==> config.mk <==
export PLATFORM = sky130hd
export DESIGN_NAME = lsu
export DESIGN_NICKNAME = d
export VERILOG_FILES = /design/src/rtl/lsu.sv
export SDC_FILE = /design/constraint.sdc
export NUM_CORES = 1
export LEC_CHECK = 0
export ABC_AREA = 1
export ABC_CLOCK_PERIOD_IN_PS = 2000
export CAP_MARGIN = 15
export CORE_UTILIZATION = 40
export CTS_BUF_LIST = sky130_fd_sc_hd__clkbuf_16
export DETAILED_ROUTE_END_ITERATION = 7
export PLACE_DENSITY = 0.74
export SYNTH_ARGS = -nofsm -noshare
export SYNTH_HDL_FRONTEND = slang
export SYNTH_SLANG_ARGS = --single-unit
==> constraint.sdc <==
create_clock -name clk_i -period 2 [get_ports clk_i]
set_clock_uncertainty 0.1 [all_clocks]
set_input_delay 0.3 -clock clk_i [delete_from_list [all_inputs] [get_ports clk_i]]
set_output_delay 0.3 -clock clk_i [all_outputs]
set_load 0.05 [all_outputs]
==> src/rtl/lsu.sv <==
// ---------------------------------------------------------------------------
// lsu : load/store unit bridging a core port to a word-wide data memory
// Rev 1.0 : initial release
// ---------------------------------------------------------------------------
`default_nettype none

module lsu #(
  parameter int DATA_MEM_SIZE_BYTES = 512
) (
  input  logic        clk_i,
  input  logic        rst_ni,
  input  logic        core_req_i,
  input  logic        core_we_i,
  input  logic [2:0]  core_size_i,
  input  logic [31:0] core_addr_i,
  input  logic [31:0] core_wd_i,
  output logic [31:0] core_rd_o,
  output logic        core_stall_o,
  output logic        core_err_o,
  output logic        mem_req_o,
  output logic        mem_we_o,
  output logic [3:0]  mem_be_o,
  output logic [31:0] mem_addr_o,
  output logic [31:0] mem_wd_o,
  input  logic [31:0] mem_rd_i,
  input  logic        mem_ready_i
);

  typedef enum logic [1:0] {
    IDLE = 2'd0,
    REQ  = 2'd1,
    DONE = 2'd2,
    ERR  = 2'd3
  } state_t;

  state_t      state, state_nxt;
  logic        we_q;
  logic [2:0]  size_q;
  logic [31:0] addr_q;
  logic [31:0] wd_q;
  logic [31:0] rd_q;
  logic        illegal;
  logic        in_req;
  logic [31:0] lane;
  logic [31:0] load_val;
  logic [3:0]  be;
  logic [31:0] wd_rep;

  // Legality is judged on the live inputs so ERR is entered directly from IDLE
  always_comb begin
    illegal = 1'b0;
    if (core_size_i == 3'b011 || core_size_i == 3'b110 || core_size_i == 3'b111)
      illegal = 1'b1;
    if (core_we_i && core_size_i[2])
      illegal = 1'b1;
    if (core_size_i[1:0] == 2'b01 && core_addr_i[0])
      illegal = 1'b1;
    if (core_size_i == 3'b010 && core_addr_i[1:0] != 2'b00)
      illegal = 1'b1;
    if (core_addr_i >= 32'(DATA_MEM_SIZE_BYTES))
      illegal = 1'b1;
  end

  always_comb begin
    state_nxt = state;
    case (state)
      IDLE:    if (core_req_i) state_nxt = illegal ? ERR : REQ;
      REQ:     if (mem_ready_i) state_nxt = DONE;
      DONE:    state_nxt = IDLE;
      ERR:     state_nxt = IDLE;
      default: state_nxt = IDLE;
    endcase
  end

  always_ff @(posedge clk_i or negedge rst_ni) begin
    if (!rst_ni) begin
      state  <= IDLE;
      we_q   <= 1'b0;
      size_q <= 3'b000;
      addr_q <= 32'd0;
      wd_q   <= 32'd0;
      rd_q   <= 32'd0;
    end else begin
      state <= state_nxt;
      if (state == IDLE && core_req_i) begin
        we_q   <= core_we_i;
        size_q <= core_size_i;
        addr_q <= core_addr_i;
        wd_q   <= core_wd_i;
      end
      if (state == REQ && mem_ready_i && !we_q)
        rd_q <= load_val;
    end
  end

  assign lane = mem_rd_i >> {addr_q[1:0], 3'b000};

  always_comb begin
    load_val = lane;
    case (size_q)
      3'b000:  load_val = {{24{lane[7]}}, lane[7:0]};
      3'b001:  load_val = {{16{lane[15]}}, lane[15:0]};
      3'b100:  load_val = {24'd0, lane[7:0]};
      3'b101:  load_val = {16'd0, lane[15:0]};
      default: load_val = lane;
    endcase
  end

  always_comb begin
    be     = 4'b1111;
    wd_rep = wd_q;
    case (size_q[1:0])
      2'b00: begin
        be     = 4'b0001 << addr_q[1:0];
        wd_rep = {4{wd_q[7:0]}};
      end
      2'b01: begin
        be     = addr_q[1] ? 4'b1100 : 4'b0011;
        wd_rep = {2{wd_q[15:0]}};
      end
      default: begin
        be     = 4'b1111;
        wd_rep = wd_q;
      end
    endcase
  end

  // Memory side is driven only in REQ so reset or an error leaves it quiet
  assign in_req       = (state == REQ);
  assign mem_req_o    = in_req;
  assign mem_we_o     = in_req & we_q;
  assign mem_be_o     = in_req ? be : 4'b0000;
  assign mem_addr_o   = in_req ? {addr_q[31:2], 2'b00} : 32'd0;
  assign mem_wd_o     = in_req ? wd_rep : 32'd0;

  assign core_rd_o    = rd_q;
  assign core_err_o   = (state == ERR);
  assign core_stall_o = core_req_i & (state != DONE) & (state != ERR);

endmodule

`default_nettype wire

==> flow_summary.json <==
{
  "status": "finished, final reports clean",
  "die_h_um": 119,
  "maxUsedRoutingLayer": "met4",
  "avgSynthCellArea_um2": 7.68,
  "yosys.area.top_type_share": 0.462,
  "num_vias": 5357,
  "hold_class": "input pin to async pin",
  "timing.rr.start": "addr_q[1]",
  "period_share": 0.993,
  "nets": 1024,
  "route.met2.wl_um": 7860,
  "cts.sinks": 102,
  "design.die.area_um2": 14300,
  "start_util": 0.414,
  "ys_warn_count": 0,
  "grt_antenna_before_repair": 0,
  "row_count": 42,
  "ys_types": 29,
  "grt_max_degree": 41,
  "ff2ff_setup_slack_ns": 0.28,
  "synth_compound_area_frac": 0.0854,
  "io_pins": 208,
  "synth-simple-area-share": 0.289,
  "max_freq_ghz": 0.503,
  "syn-instance-count": 719,
  "fillCellCount": 1113,
  "synthToLayoutAreaGrowth_pct": 58.2,
  "fin_ws_ns": 0.0132,
  "hold_viol": 0,
  "routed-wl-met3_um": 1430,
  "synthesis.area_um2": 5520,
  "avgViaCountPerCell": 4.87,
  "endpoint": "mem_wd_o[9]",
  "async_flop_share": 1.00,
  "root_buffer": "clkbuf_16",
  "fp.coreArea_um2": 13300,
  "die_x_um": 119,
  "ant_nets": 0,
  "drt-met1-wl_um": 6960,
  "clkLatencyLatePin_ns": 0.34,
  "grt_pass1_wl_um": 27000,
  "ys_seq_elements": 102,
  "synth_xor_area_frac": 0,
  "hpwlAfterDp_um": 12300,
  "ys.flop_type": "dfrtp_1",
  "synth_top_family_by_area": "simple AND/OR/NAND/NOR gates",
  "synth-seq-area-share": 0.462,
  "setup_violations": 0,
  "postRouteWirelength_um": 16700,
  "dr.pass1.iters": 5,
  "cp-end-kind": "primary output",
  "clk_pin_slew_ns": 0.07,
  "drt_iter0_drc": 348,
  "synth.most_common_cell": "nor2_1",
  "layoutNonFillerInstCount": 1100,
  "reg2reg_to": "core_rd_o[19]",
  "n_antenna_cell": 0,
  "power.density_nw_per_um2": 1880,
  "reg2regPathDepth": 7,
  "irDropWorstVdd_mv": 0.994,
  "grt_pass1_vias": 5315,
  "drive_gt1_frac": 0.199,
  "slew_headroom": 0.635,
  "cts_tree": "done",
  "crit_start": "size_q[1]",
  "synth_area_leaders": "dfrtp_1 46%, nor2_1 9.5%, nand2_1 9.3%",
  "portBuffers": 205,
  "cp_max_fo": 7,
  "synth_edf_count": 0,
  "globalplace.congestion": 0.877,
  "period_needed_ns": 1.99,
  "grt_setup_unrepaired": "yes",
  "synthMuxAreaShare": 0.0510,
  "setup.worst_path.start_class": "register",
  "htreeDepth": 3,
  "worstSetupPathType": "register to primary output",
  "utilization": 0.654,
  "gr-usage-all-layers": 0.242,
  "crit_arrival_ns": 1.59,
  "drv_slew": 0,
  "synth_largest_area_cell": "dfrtp_1",
  "gr-total-overflow": 0,
  "ys_top_cells_by_count": "140 x nor2_1, 137 x nand2_1, 102 x dfrtp_1",
  "worst-slew-pin-transition_ns": 0.546,
  "cts_made_buffers": 9,
  "place_ws_ns": 0.146,
  "wire_per_inst_um": 15.2,
  "leakage_uw": 0.00414,
  "dp_cells": 1079,
  "synthAdderAreaFrac": 0,
  "clock_path_buffers": 2,
  "drc_errors": 0,
  "maxCapViolCount": 0,
  "crit_required_ns": 1.60
}
## stage by stage
| step | power [uW] | hold slack [ns] | area, um2 | setup TNS, ns |
|---|---|---|---|---|
| after global routing | 17400 | 0.384 | 8730 | -0.796 |
| after floorplan | 10200 | -0.0956 | 5580 | -2.94 |
| final | 16400 | 0.346 | 8730 | 0 |
| after detailed placement | 14500 | 0.184 | 8330 | 0 |
| after global placement | 14300 | 0.179 | 8330 | 0 |
| after CTS | 16300 | 0.366 | 8650 | -0.0296 |
## routing by layer
metal | GRT usage | vias to the layer above
met3 | 0.0704 | 30
met1 | 0.303 | 2472
li1 | - | 2641
met4 | 0.105 | 0
met2 | 0.388 | 214
met5 | 0 | -
## worst max-delay path, cell delays in order, from the launching register on
cell,delay [ns]
dfrtp_2,0.45
nor2_4,0.17
buf_4,0.18
nor2_1,0.06
nor2_1,0.20
buf_12,0.17
## worst min-delay path by stage
stage | end | depth (start not counted) | start
floorplan | addr_q[0] | 0 | rst_ni
global placement | wd_q[26] | 1 | rst_ni
detailed placement | wd_q[12] | 1 | rst_ni
CTS | wd_q[12] | 2 | rst_ni
global route | wd_q[12] | 2 | rst_ni
finish | wd_q[12] | 2 | rst_ni
## final cells by class
cell class	count	area, um2	share of cell area
repair buffers	230	2880	0.330
flip-flops and latches	102	2550	0.293
multi-input cells	486	2450	0.280
inverters	91	347	0.0397
clock buffers	9	225	0.0258
well taps	176	220	0.0252
clock inverters	6	55.1	0.00630
## power breakdown
| part | total, uW | internal, uW | switching, uW | leakage (uW) |
|---|---|---|---|---|
| Combinational | 11000 | 4280 | 6720 | 0.00280 |
| Sequential | 3700 | 3090 | 610 | 0.00120 |
| Clock | 1710 | 951 | 758 | 0.000140 |
| Total | 16400 | 8330 | 8090 | 0.00414 |
## state kept, by name (all words and copies together), names as in the netlist
name,count
core_rd_o,32
addr_q,32
wd_q,32
size_q,3
state,2
we_q,1
## layout by cell type (no fill, tap or decap), types with 4 or more instances in the layout
cell type        synthesis  routed
or2_1                    4       4
nor2_4                   4       4
inv_2                    5       6
a21oi_2                  0      12
clkbuf_16                0      10
buf_6                   11       6
or2_2                   12      12
nand3_1                 57      57
nor2_1                 140     138
clkdlybuf4s50_1          0     130
a21oi_1                 41      29
nand2_1                137     136
o22ai_1                  8       7
mux2_2                  19      19
inv_1                   85      85
dfrtp_1                102     100
o21ai_0                 42      38
buf_12                   0      63
buf_4                    5      29
mux2_1                   6       6
## logic make-up (layout without fill, tap and decap cells)
| family | count (synthesis) | in the layout |
|---|---|---|
| and+or+nand+nor | 367 | 367 |
| other | 1 | 2 |
| buffers and inverters | 132 | 336 |
| AOI/OAI and AO/OA | 92 | 92 |
| DFF | 102 | 102 |
| muxes | 25 | 25 |
## timing repair
item / in CTS / in global routing
pin swaps: 1 / 1
buffers inserted: 2 / 2
hold buffers: 1 / 0
endpoints found under the hold margin: 31 / 0
gates cloned: 0 / 1
setup endpoints to repair: 24 / 25
gates resized for setup: 10 / 11
Power figures use the tool's default switching activity.
==> patch, RTL diff (same flow settings) <==
Encoding of `state_t`: now Gray code (2 bits for 4 states).
--- a/src/rtl/lsu.sv
+++ b/src/rtl/lsu.sv
@@ -29,6 +29,6 @@
   typedef enum logic [1:0] {
-    IDLE = 2'd0,
-    REQ  = 2'd1,
-    DONE = 2'd2,
-    ERR  = 2'd3
+    IDLE = 2'b00,
+    REQ  = 2'b01,
+    DONE = 2'b11,
+    ERR  = 2'b10
   } state_t;
Check against the original RTL: same outputs for any inputs over 10 cycles, from zero or initial values and one cycle with rst_ni low; not proved beyond that.
==> patch against the unedited design <==
  * The flow now finishes with violations (setup timing)
  * Wire length is 8.7% higher
  * Hold slack worse by 0.033 ns
  * Non-clock buffer count grew 10
  * Final area is 7.0% higher
  * Sequential cell count is the same
  * Synthesized area increased by 1.1%
  * Setup slack got worse by 0.041 ns
  * Critical path type unchanged
  * Largest cell class unchanged
  * Highest routed layer unchanged
Power is not compared: it rests on default switching activity, and its combinational part moved more than twofold at a synthesized area within 25%.
==> patch: results (changes against the unedited design) <==
- The reg-to-reg critical path startpoint is state[1].
- The checks that failed: setup timing.
- The global routing usage summed across all routing layers was 24.8% (+0.60 points).
- The highest fanout seen on the critical path is 6 (-1).
- The cell with the largest stage delay on the worst path is sky130_fd_sc_hd__dfrtp_1.
- The commonest cells after synthesis are sky130_fd_sc_hd__nor2_1 (148), sky130_fd_sc_hd__nand2_1 (132), sky130_fd_sc_hd__dfrtp_1 (102).
- The weighted congestion reported at the end of routability-driven placement is 0.918 (+4.6%).
- The final layout net count was 1034 (+0.98%).
- The sequential-to-total area share from yosys stat is 45.7% (-0.52 points).
- The length in cells of the worst reg-to-reg path is 10 (+3).
- The slew at the pin closest to its max-slew limit came to 0.553 ns (+0.00685 ns).
- The number of setup violations in the final report came to 5 (+5).
- The largest stage delay on the critical path came to 0.41 ns (-0.04 ns).
- The total number of vias is 5635 (+5.2%).
- The first-pass GRT wire length is 27600 um (+2.4%).
- The detailed placer's ending HPWL was 12700 um (+3.0%).
- The share of cells above drive strength 1 was 27.8% (+7.9 points).
- The endpoint of the lowest-slack register-to-register path is core_rd_o[8].
- The worst hold slack is 0.313 ns (-0.0330 ns).
- The post-layout worst setup margin is -0.0274 ns (-0.0406 ns).
- The setup slack of the most critical reg-to-reg path is 0.19 ns (-0.09 ns).
- The largest net degree at the start of global routing is 56 (+37%).
- The flow ran to the end, but the final reports show violations.
- The detailed router's first-iteration violation count is 486 (+40%).
- The total wire length after detailed routing is 18200 um (+8.7%).
- The met3 routing resource usage after global routing is 6.37% (-0.67 points).
- Sorting the synthesized cells by area gives the leading types as sky130_fd_sc_hd__dfrtp_1 (46%), sky130_fd_sc_hd__nor2_1 (10%), sky130_fd_sc_hd__nand2_1 (8.9%).
- The minimum setup slack after placement is 0.165 ns (+0.0186 ns).
- The routing usage on met2 is 39.9% (+1.1 points).
patch: changes by cell type after synthesis, sizes merged, moves of 3 or more:
| cell | change |
|---|---|
| a21oi | +16 |
| buf | +5 |
| inv | -10 |
| nand3 | -3 |
| nor2 | +7 |
| o21ai | -10 |
patch: cell families (layout without fill, tap and decap cells):
family,Yosys count,count (layout),share of synthesized area (%)
other,1,2,0.0672
AOI/OAI and AO/OA,99,99,10.5
muxes,25,25,5.04
DFF,102,102,45.7
and+or+nand+nor,368,369,28.1
buffers and inverters,125,338,10.6
patch: what timing repair did:
action,4_1_cts,5_1_grt
hold buffers,1,0
hold endpoints to repair,27,0
pin swaps,3,14
cloned,2,5
gates resized for setup,21,68
endpoints found under the setup margin,27,60
setup buffers,5,5
patch: per-stage QoR:
step	std cells	cell area [um^2]	utilization, %
after floorplan	721	5650	-
after global placement	1077	8550	63.5
after detailed placement	1077	8550	63.5
after CTS	1101	9010	67.0
after global routing	1111	9350	69.5
final	1111	9350	69.5
patch: per-layer routing:
layer / vias up / wire length, um
met3: 55 / 1570
met5: - / 0
li1: 2679 / -
met4: 0 / 716
met1: 2618 / 7290
met2: 283 / 8590
patch: power breakdown:
group          switching [W]  total [W]  internal (W)
clock               0.000798    0.00189       0.00109
combinational        0.00106    0.00182      0.000761
sequential          0.000165    0.00249       0.00233
total                0.00202    0.00620       0.00418
patch: worst max-delay path, delay by kind of cell, from the launching register on:
| family | cells | cell delay [ns] |
|---|---|---|
| DFF | 1 | 0.41 |
| AOI/OAI and AO/OA | 1 | 0.06 |
| and+or+nand+nor | 1 | 0.21 |
| buffers and inverters | 4 | 0.59 |
patch: area by class of cell:
| class | instances | area, um^2 |
|---|---|---|
| Sequential cell | 102 | 2550 |
| Inverter | 81 | 322 |
| Clock buffer | 9 | 225 |
| Multi-Input combinational cell | 495 | 2730 |
| Fill cell | 1077 | 4110 |
| Timing Repair inverter | 1 | 6.26 |
| Clock inverter | 7 | 90.1 |
| Tap cell | 176 | 220 |
| Timing Repair Buffer | 240 | 3200 |
patch: worst max path at each step:
stage | cells after the start | endpoint | slack (ns)
finish | 6 | mem_wd_o[14] | -0.03
global route | 6 | mem_wd_o[23] | -0.07
CTS | 5 | mem_addr_o[26] | -0.03
detailed placement | 6 | wd_q[11] | 0.17
global placement | 6 | wd_q[12] | 0.16
floorplan | 6 | mem_wd_o[14] | -0.15
